## config.mk

```make
export PLATFORM = sky130hd
export DESIGN_NAME = data_memory_sized
export DESIGN_NICKNAME = d
export VERILOG_FILES = /design/src/rtl/dmem_pkg.sv /design/src/rtl/dmem_lane_align.sv /design/src/rtl/data_memory_sized.sv
export SDC_FILE = /design/constraint.sdc
export NUM_CORES = 1
export LEC_CHECK = 0
export ABC_AREA = 1
export CAP_MARGIN = 20
export CORE_AREA = 4 4 293 295
export CTS_CLUSTER_DIAMETER = 200
export DETAILED_ROUTE_END_ITERATION = 10
export DIE_AREA = 0 0 297 299
export PLACE_DENSITY = 0.67
export RECOVER_POWER = 50
export SYNTH_ARGS = -nofsm -noshare
export SYNTH_HDL_FRONTEND = slang
export SYNTH_SLANG_ARGS = --single-unit
```

## constraint.sdc

```tcl
create_clock -name clock -period 3.2 [get_ports clock]
set_input_delay 0.96 -clock clock [delete_from_list [all_inputs] [get_ports clock]]
set_output_delay 0.96 -clock clock [all_outputs]
set_load 0.01 [all_outputs]
```

## src/rtl/dmem_pkg.sv

```systemverilog
// Shared access-size encoding and byte-lane helpers for the data memory.
package dmem_pkg;

    typedef enum logic [1:0] {
        SIZE_BYTE = 2'b00,
        SIZE_HALF = 2'b01,
        SIZE_WORD = 2'b10
    } size_t;

    function automatic logic [3:0] byte_enable(input logic [1:0] size, input logic [1:0] lane);
        logic [3:0] be;
        be = 4'b0000;
        case (size)
            SIZE_BYTE: be = 4'b0001 << lane;
            SIZE_HALF: be = lane[1] ? 4'b1100 : 4'b0011;
            SIZE_WORD: be = 4'b1111;
            default:   be = 4'b0000;
        endcase
        return be;
    endfunction

    function automatic logic [31:0] load_extract(input logic [31:0] word, input logic [1:0] size,
                                                 input logic [1:0] lane, input logic is_unsigned);
        logic [7:0]  b;
        logic [15:0] h;
        logic [31:0] r;
        b = 8'(word >> {lane, 3'b000});
        h = lane[1] ? word[31:16] : word[15:0];
        case (size)
            SIZE_BYTE: r = is_unsigned ? {24'b0, b} : {{24{b[7]}}, b};
            SIZE_HALF: r = is_unsigned ? {16'b0, h} : {{16{h[15]}}, h};
            default:   r = word;
        endcase
        return r;
    endfunction

endpackage

```

## src/rtl/dmem_lane_align.sv

```systemverilog
// Store-side lane alignment: replicates store data across lanes and builds the byte-enable mask.
module dmem_lane_align
    import dmem_pkg::*;
(
    input  logic [1:0]  size_i,
    input  logic [1:0]  lane_i,
    input  logic [31:0] wdata_i,
    output logic [31:0] wdata_rep_o,
    output logic [3:0]  be_o
);

    always_comb begin
        wdata_rep_o = wdata_i;
        case (size_i)
            SIZE_BYTE: wdata_rep_o = {4{wdata_i[7:0]}};
            SIZE_HALF: wdata_rep_o = {2{wdata_i[15:0]}};
            default:   wdata_rep_o = wdata_i;
        endcase
    end

    assign be_o = byte_enable(size_i, lane_i);

endmodule

```

## src/rtl/data_memory_sized.sv

```systemverilog
// Sized-access data memory (byte/half/word) with registered loads and error flags.
// Build option: DMEM_BYPASS_EN forwards the merged word to a simultaneous load of the same word.
module data_memory_sized
    import dmem_pkg::*;
#(
    parameter int    ADDR_WIDTH = 32,
    parameter int    DEPTH      = 32,
    parameter string INIT_FILE  = ""
) (
    input  logic                  clock,
    input  logic                  reset_n,
    input  logic                  memread,
    input  logic                  memwrite,
    input  logic [1:0]            size,
    input  logic                  load_unsigned,
    input  logic [ADDR_WIDTH-1:0] address,
    input  logic [31:0]           writedata,
    output logic [31:0]           readdata,
    output logic                  read_valid,
    output logic                  misaligned,
    output logic                  out_of_range
);

    localparam int IDX_W = $clog2(DEPTH);

    function automatic logic [DEPTH-1:0][31:0] init_image();
        logic [DEPTH-1:0][31:0]  packed_img;
        for (int i = 0; i < DEPTH; i++) packed_img[i] = 32'd0;
        if (INIT_FILE == "") begin
            packed_img[0] = 32'd100;
            packed_img[1] = 32'd1000;
            packed_img[2] = 32'd500;
        end
        return packed_img;
    endfunction

    // Array is deliberately outside the reset domain so contents survive reset.
    logic [DEPTH-1:0][31:0] mem_q = init_image();

    logic [31:0] readdata_q, readdata_d;
    logic        read_valid_q, read_valid_d;
    logic        misaligned_q, misaligned_d;
    logic        out_of_range_q, out_of_range_d;
    logic        armed_q;

    logic [IDX_W-1:0] idx;
    logic [1:0]       lane;
    logic             oor, mis, err, store_ok;
    logic [31:0]      old_word, merged, src_word, wdata_rep;
    logic [3:0]       be;

    dmem_lane_align u_align (
        .size_i      (size),
        .lane_i      (lane),
        .wdata_i     (writedata),
        .wdata_rep_o (wdata_rep),
        .be_o        (be)
    );

    assign idx      = address[IDX_W+1:2];
    assign lane     = address[1:0];
    assign oor      = address[ADDR_WIDTH-1:2] >= (ADDR_WIDTH-2)'(DEPTH);
    assign err      = oor | mis;
    assign old_word = mem_q[idx];
    assign store_ok = memwrite & armed_q & ~err;

    always_comb begin
        mis = 1'b0;
        case (size)
            SIZE_BYTE: mis = 1'b0;
            SIZE_HALF: mis = lane[0];
            SIZE_WORD: mis = (lane != 2'b00);
            default:   mis = 1'b1;
        endcase
    end

    always_comb begin
        merged = old_word;
        for (int k = 0; k < 4; k++) begin
            if (be[k]) merged[8*k +: 8] = wdata_rep[8*k +: 8];
        end
    end

`ifdef DMEM_BYPASS_EN
    assign src_word = store_ok ? merged : old_word;
`else
    assign src_word = old_word;
`endif

    always_comb begin
        readdata_d     = readdata_q;
        read_valid_d   = memread;
        misaligned_d   = (memread | memwrite) & mis & ~oor;
        out_of_range_d = (memread | memwrite) & oor;
        if (memread) begin
            readdata_d = err ? 32'd0 : load_extract(src_word, size, lane, load_unsigned);
        end
    end

    // armed_q stays low for the first edge after reset release, dropping a store that lands there.
    always_ff @(posedge clock or negedge reset_n) begin
        if (!reset_n) begin
            readdata_q     <= 32'd0;
            read_valid_q   <= 1'b0;
            misaligned_q   <= 1'b0;
            out_of_range_q <= 1'b0;
            armed_q        <= 1'b0;
        end else begin
            readdata_q     <= readdata_d;
            read_valid_q   <= read_valid_d;
            misaligned_q   <= misaligned_d;
            out_of_range_q <= out_of_range_d;
            armed_q        <= 1'b1;
        end
    end

    always_ff @(posedge clock) begin
        if (store_ok) mem_q[idx] <= merged;
    end

    assign readdata     = readdata_q;
    assign read_valid   = read_valid_q;
    assign misaligned   = misaligned_q;
    assign out_of_range = out_of_range_q;

endmodule

```

==> reports/results.tsv, run 1 <==
metric	value	unit
flop2flop setup slack	1.02	ns
YS warnings	0	
Core Region	83160	um2
cell chain of the critical path	dlygate4sd3_1 -> nor2_1 -> inv_1 -> o22ai_1 -> a21oi_1 -> nand2_1 -> nor2_1 -> buf_4 -> nand2_2 -> buf_12 -> nor2_4 -> buf_12	
Starting Density	49.73	%
DRT antenna net count	0	
R2R Path Start	mem_q[231]	
EDFF count, synth	1024	
P&R area growth vs syn	23.66	%
Synth area leaders	edfxtp_1 74%, nand2_1 10%, a22oi_1 8.1%	
initial antenna violation count	0	
Via-to-Cell Ratio	5.954	
startpoint types	input pin	
Syn Nets	3158	
dpl cell area	47730	um2
DIE AREA	88800	um2
hold path cells	2	
share of cells above drive strength 1	16.46	%
Post-DP HPWL	78430	um
Peak VDD IR	0.4869	mV
chip width	297	um
Pwr Density	595.6	nW/um2
cell depth of the worst flop-to-flop path	12	
DRT iter0 DRCs	3496	
DR WL/cell	26.11	um
IO Port Bufs	105	
DRC errors left	0	
Main synth FF type	edfxtp_1	
Max Root-Sink Buffers	3	
Worst R2R End	mem_q[327]	
fin. max-slew vios	37	
outcome	finished with violations	
Mapped Avg Cell Area	13.40	um2
Bufs and invs on worst path	5	
count leader, synth	nand2_1	
io pins	106	
post-synth top area share	74.36	%
total power	30.45	mW
top cells by count, synth	1,098 x nand2_1, 1,024 x edfxtp_1, 448 x a22oi_1	
worst slew pin tran	2.051	ns
biggest area consumer among synthesized cells	edfxtp_1	
nets	3576	
total number of vias	27810	
Tmin final	3.175	ns
failing checks	max-capacitance violations, max-slew violations	
clk_lat worst skew	0.68	ns
Synth async-reset ratio	3.396	%
Critical-path top delay cell	dlygate4sd3_1	
GR Overflow Total	0	
crit path kind	in2reg	
GP Congestion	0.9410	
DIE HEIGHT	299	um
Tot GR Track Use	27.06	%
H-tree depth	3	
Clock Skew	0.03833	ns
Yosys reg bits	1060	
drt total wl	122000	um
Clock transition at path regs	0.06	ns
Min-Delay Endpoint	readdata[5]	
WP data arrival	3.51	ns
leakage	19.15	nW
antenna cells	0	
TritonCTS buffer count	102	
period utilisation layout	99.22	%
HP Class	reg2reg	
clock root buffer	clkbuf_16	
CP delay by family, top	buffers and inverters	
CTS tree	built	
RSZ-0062 raised after global routing	yes	
Max FO, Critical Path	26	
CP peak stage delay	0.74	ns
Max transition margin	-36.71	%
First-pass DRT Iterations	6	
endpoints failing setup	0	
Syn Inst Count	3087	
TritonCTS Sinks	1060	
hold_sp	readdata[5]	
worst path required time	3.53	ns
largest net degree at the start of global routing	37	
Synth Cell Area	41350	um2
row count	106	
vias in the first global route	27580	
f_max	0.3150	GHz
Worst setup EP type	register	
share of the yosys chip area belonging to registers	76.54	%
Final Cell Area	51140	um2
Final Hold Fails	0	
max cap viols	1	
first-pass GRT wire length	179000	um
post-synth cell types	31	
power by group:
group	switching [mW]	internal, mW
combinational	1.64	0.894
sequential	0.000450	15.6
clock	5.16	7.14
stage by stage:
stage | utilization (%) | hold slack, ns | instances | worst slack, ns | TNS (ns)
after floorplan | - | 0.5154 | 3087 | -0.4822 | -284.50
after global placement | 57.39 | 0.4675 | 4480 | -0.5982 | -781.62
after detailed placement | 57.39 | 0.4661 | 4480 | -0.6038 | -774.51
after CTS | 61.55 | 0.3869 | 4670 | 0.08348 | 0
after global routing | 61.49 | 0.5055 | 4671 | -0.001497 | -0.001497
final | 61.49 | 0.4734 | 4671 | 0.02512 | 0
timing repair:
| item | CTS | global route |
|---|---|---|
| hold buffers | 0 | 0 |
| resized for setup | 0 | 5 |
| endpoints found under the setup margin | 0 | 53 |
| setup buffers | 0 | 1 |
final cells by class:
type,instances,area (um2)
Tap cell,1080,1351
Clock buffer,116,2626
Inverter,67,256.5
Sequential cell,1060,31650
Fill cell,6021,32020
Clock inverter,74,834.6
Multi-Input combinational cell,1801,9091
Timing Repair Buffer,473,5325
placed cells by master (no fill, tap or decap), types with 11 or more instances in the layout:
cell / count
bufinv_16: 15
o21ai_2: 13
clkbuf_16: 103
inv_1: 60
nand3_1: 11
clkdlybuf4s50_1: 65
clkinv_2: 18
a22oi_1: 448
buf_4: 233
o21ai_0: 24
dfrtp_1: 36
a21oi_1: 33
clkinv_1: 30
nor2_1: 72
nand2_1: 1093
nand4_1: 15
dlygate4sd3_1: 37
o21ai_1: 26
clkbuf_1: 15
nor2_4: 35
edfxtp_1: 1024
buf_12: 123
registers in the layout, indices dropped and copies added, names as in the netlist:
register and count:
read_valid 1, armed_q 1, out_of_range 1, misaligned 1, readdata 32, mem_q 1024
cell families (layout without fill, tap and decap cells):
logic type | Yosys count | after routing | share of synthesized area (%)
AND/OR/NAND/NOR | 1252 | 1252 | 11.75
flip-flops | 1060 | 1060 | 76.54
AO/OA/AOI/OAI | 548 | 548 | 9.368
buffers and inverters | 226 | 730 | 2.339
other | 1 | 1 | 0.009068
worst min-delay path, delay by kind of cell (launching register included):
family | cells | cell delay, ns
simple gates | 2 | 0.10
flops | 1 | 0.34
routing by layer:
metal,global-route usage [%],wire length (um),vias up
li1,-,-,12130
met1,36.44,46690,13830
met2,43.87,58140,1593
met3,6.044,12780,254
met4,9.485,4348,0
met5,0,0,-
how the worst max path moves through the flow:
stage / start / end / slack, ns / depth (start not counted)
global route: address[3] / readdata[6] / -0.001 / 17
floorplan: size[1] / mem_q[1015] / -0.48 / 4
finish: size[0] / mem_q[543] / 0.03 / 12
global placement: address[3] / readdata[5] / -0.60 / 17
CTS: address[3] / readdata[6] / 0.08 / 18
detailed placement: address[3] / readdata[6] / -0.60 / 18
No activity file was read; power rests on OpenSTA's default activity.
==> run 2: changes to the inputs <==
--- a/config.mk
+++ b/config.mk
@@ -7,12 +7,13 @@
 export LEC_CHECK = 0
 export ABC_AREA = 1
 export CAP_MARGIN = 20
-export CORE_AREA = 4 4 293 295
+export CORE_AREA = 4 4 223 388
 export CTS_CLUSTER_DIAMETER = 200
 export DETAILED_ROUTE_END_ITERATION = 10
-export DIE_AREA = 0 0 297 299
+export DIE_AREA = 0 0 227 392
 export PLACE_DENSITY = 0.67
 export RECOVER_POWER = 50
+export SLEW_MARGIN = 20
 export SYNTH_ARGS = -nofsm -noshare
 export SYNTH_HDL_FRONTEND = slang
 export SYNTH_SLANG_ARGS = --single-unit
==> run 2 against run 1 <==
The run now ends clean. Register-to-register slack worse by 0.11 ns. Die area up 0.20%. Sequential share of layout area up 1.0 points. Non-clock buffer count up 36. First-iteration DRC count down 3.1%. Wire length up 8.1%. Hold slack better by 0.0081 ns. Power down 4.9%. Critical endpoint is now mem_q[29]. Clock-buffer cell count down 6. Clock power down 13%.
==> reports/results.tsv, run 2 (synthesized netlist as in run 1, its figures left out) <==
metric	value	unit	change
Starting Density	49.70	%	was 49.73%
IO Port Bufs	105		unchanged
Via-to-Cell Ratio	6.076		was 5.954
Peak VDD IR	0.4449	mV	was 0.4869 mV
HP Class	reg2reg		unchanged
share of cells above drive strength 1	16.55	%	was 16.46%
period utilisation layout	98.49	%	was 99.22%
vias in the first global route	28770		was 27,580
most frequent cells in the layout	1,096 x nand2_1, 1,024 x edfxtp_1, 447 x a22oi_1, 246 x buf_4, 90 x buf_12		was 1,093 x nand2_1, 1,024 x edfxtp_1, 448 x a22oi_1, 233 x buf_4, 123 x buf_12
R2R Path Start	mem_q[983]		was mem_q[231]
chip width	227	um	was 297 um
Post-Route Hold Slack	0.4816	ns	was 0.4734 ns
H-tree depth	3		unchanged
hold_sp	readdata[25]		was readdata[5]
fin. max-slew vios	0		was 37
DRT iter0 DRCs	3386		was 3,496
worst slew pin tran	1.347	ns	was 2.051 ns
Max transition margin	10.23	%	was -36.71%
Tot GR Track Use	29.47	%	was 27.06%
First-pass DRT Iterations	6		unchanged
worst path required time	3.60	ns	was 3.53 ns
Max FO, Critical Path	32		was 26
clock root buffer	clkbuf_16		unchanged
initial antenna violation count	3		was 0
GR Overflow Total	0		unchanged
endpoints failing setup	0		unchanged
row count	140		was 106
RSZ-0062 raised after global routing	no		was yes
total number of vias	28320		was 27,810
Place WS	-1.035	ns	was -0.6038 ns
Clock transition at path regs	0.06	ns	about the same
io pins	106		unchanged
Core Region	83200	um2	was 83,160 um2
f_max	0.3173	GHz	was 0.3150 GHz
startpoint types	input pin		unchanged
P&R area growth vs syn	21.60	%	was 23.66%
DRC errors left	0		unchanged
DIE HEIGHT	392	um	was 299 um
met2 WL	65270	um	was 58,140 um
Worst Setup SP	address[3]		was size[0]
top sig layer	met5		was met4
TritonCTS Sinks	1060		unchanged
DIE AREA	88980	um2	was 88,800 um2
outcome	finished, final reports clean		was finished with violations
GP Congestion	1.004		was 0.9410
Final Hold Fails	0		unchanged
PnR worst setup slack	0.04818	ns	was 0.02512 ns
WP data arrival	3.55	ns	was 3.51 ns
clk_lat worst skew	0.69	ns	was 0.68 ns
M1 WL	45940	um	was 46,690 um
Pwr Density	576.1	nW/um2	was 595.6 nW/um2
Clock Skew	0.03085	ns	was 0.03833 ns
drt total wl	131800	um	was 122,000 um
DR WL/cell	28.28	um	was 26.11 um
CTS tree	built		unchanged
crit path kind	in2reg		unchanged
Worst setup EP type	register		unchanged
max cap viols	0		was 1
nets	3597		was 3,576
Max Root-Sink Buffers	3		unchanged
most common cell after layout, fill and taps aside	nand2_1		unchanged
leakage	18.88	nW	was 19.15 nW
largest net degree at the start of global routing	41		was 37
TritonCTS buffer count	87		was 102
Post-DP HPWL	86810	um	was 78,430 um
max reg flops	1024		unchanged
DRT antenna net count	0		unchanged
Tmin final	3.152	ns	was 3.175 ns
WL met3	12130	um	was 12,780 um
first-pass GRT wire length	189700	um	was 179,000 um
largest reg by FF count	mem_q		unchanged
[run 2: cell types whose count changed in the layout (fill, tap and decap cells not counted), moves of 7 or more]
cell / before / now
nor2_2: 2 / 14
nor2_4: 35 / 22
buf_6: 2 / 21
clkbuf_16: 103 / 89
clkbuf_4: 3 / 21
clkbuf_2: 5 / 14
buf_4: 233 / 246
clkbuf_1: 15 / 29
clkinv_1: 30 / 14
bufinv_16: 15 / 8
buf_12: 123 / 90
[run 2: cell type report]
type / instances / area [um2]
Fill cell: 6173 / 32920
Clock buffer: 110 / 2336
Tap cell: 1065 / 1333
Inverter: 67 / 256.5
Multi-Input combinational cell: 1801 / 9035
Antenna cell: 1 / 2.502
Sequential cell: 1060 / 31650
Clock inverter: 48 / 478.0
Timing Repair Buffer: 509 / 5195
[run 2: worst paths after layout]
| kind | endpoint | slack, ns | cells past startpoint |
|---|---|---|---|
| hold / removal | readdata[25] | 0.48 | 2 |
| hold reg to reg | readdata[25] | 0.48 | 2 |
| setup reg to reg | mem_q[247] | 0.91 | 13 |
| max in group asynchronous | readdata[30] | 0.83 | 2 |
| min in group asynchronous | readdata[1] | 0.58 | 1 |
| setup / recovery | mem_q[29] | 0.05 | 15 |
[run 2: worst max-delay path: stages]
cell and delay [ns]:
clkdlybuf4s50_1 0.51, buf_12 0.15, nor2_4 0.05, buf_12 0.15, buf_12 0.16, buf_12 0.14, a22oi_1 0.30, nand2_1 0.10
nand2_1 0.08, nand2_1 0.13, nor2_1 0.19, nand2_2 0.19, nand2_1 0.12, o21ai_2 0.08, buf_12 0.17
[run 2: per-stage QoR]
stage	instance area [um2]	setup TNS [ns]	util, %	cells	power [mW]
CTS	50850	0	61.11	4659	29.08
global route	50280	0	60.43	4660	29.77
floorplan	41650	-284.50	-	3087	17.03
detailed placement	48030	-1418.62	57.72	4501	18.57
finish	50290	0	60.44	4661	28.97
global placement	48030	-1338.55	57.72	4501	18.51
[run 2: layer usage]
layer | track usage [%] | vias up
met4 | 16.08 | 2
met3 | 6.092 | 424
li1 | - | 12160
met5 | 0 | -
met1 | 35.84 | 14040
met2 | 49.32 | 1701
[run 2: what timing repair did]
| item | in CTS | in global routing |
|---|---|---|
| hold buffers | 0 | 0 |
| buffers inserted | 0 | 1 |
| gates resized for setup | 1 | 8 |
| pin swaps | 0 | 1 |
| setup endpoints to repair | 1024 | 777 |
[run 2: where the power goes]
group,total [mW],internal [mW],switching (mW)
combinational,2.68,0.928,1.75
sequential,15.6,15.6,0.000589
clock,10.7,5.85,4.84
total,29.0,22.4,6.59
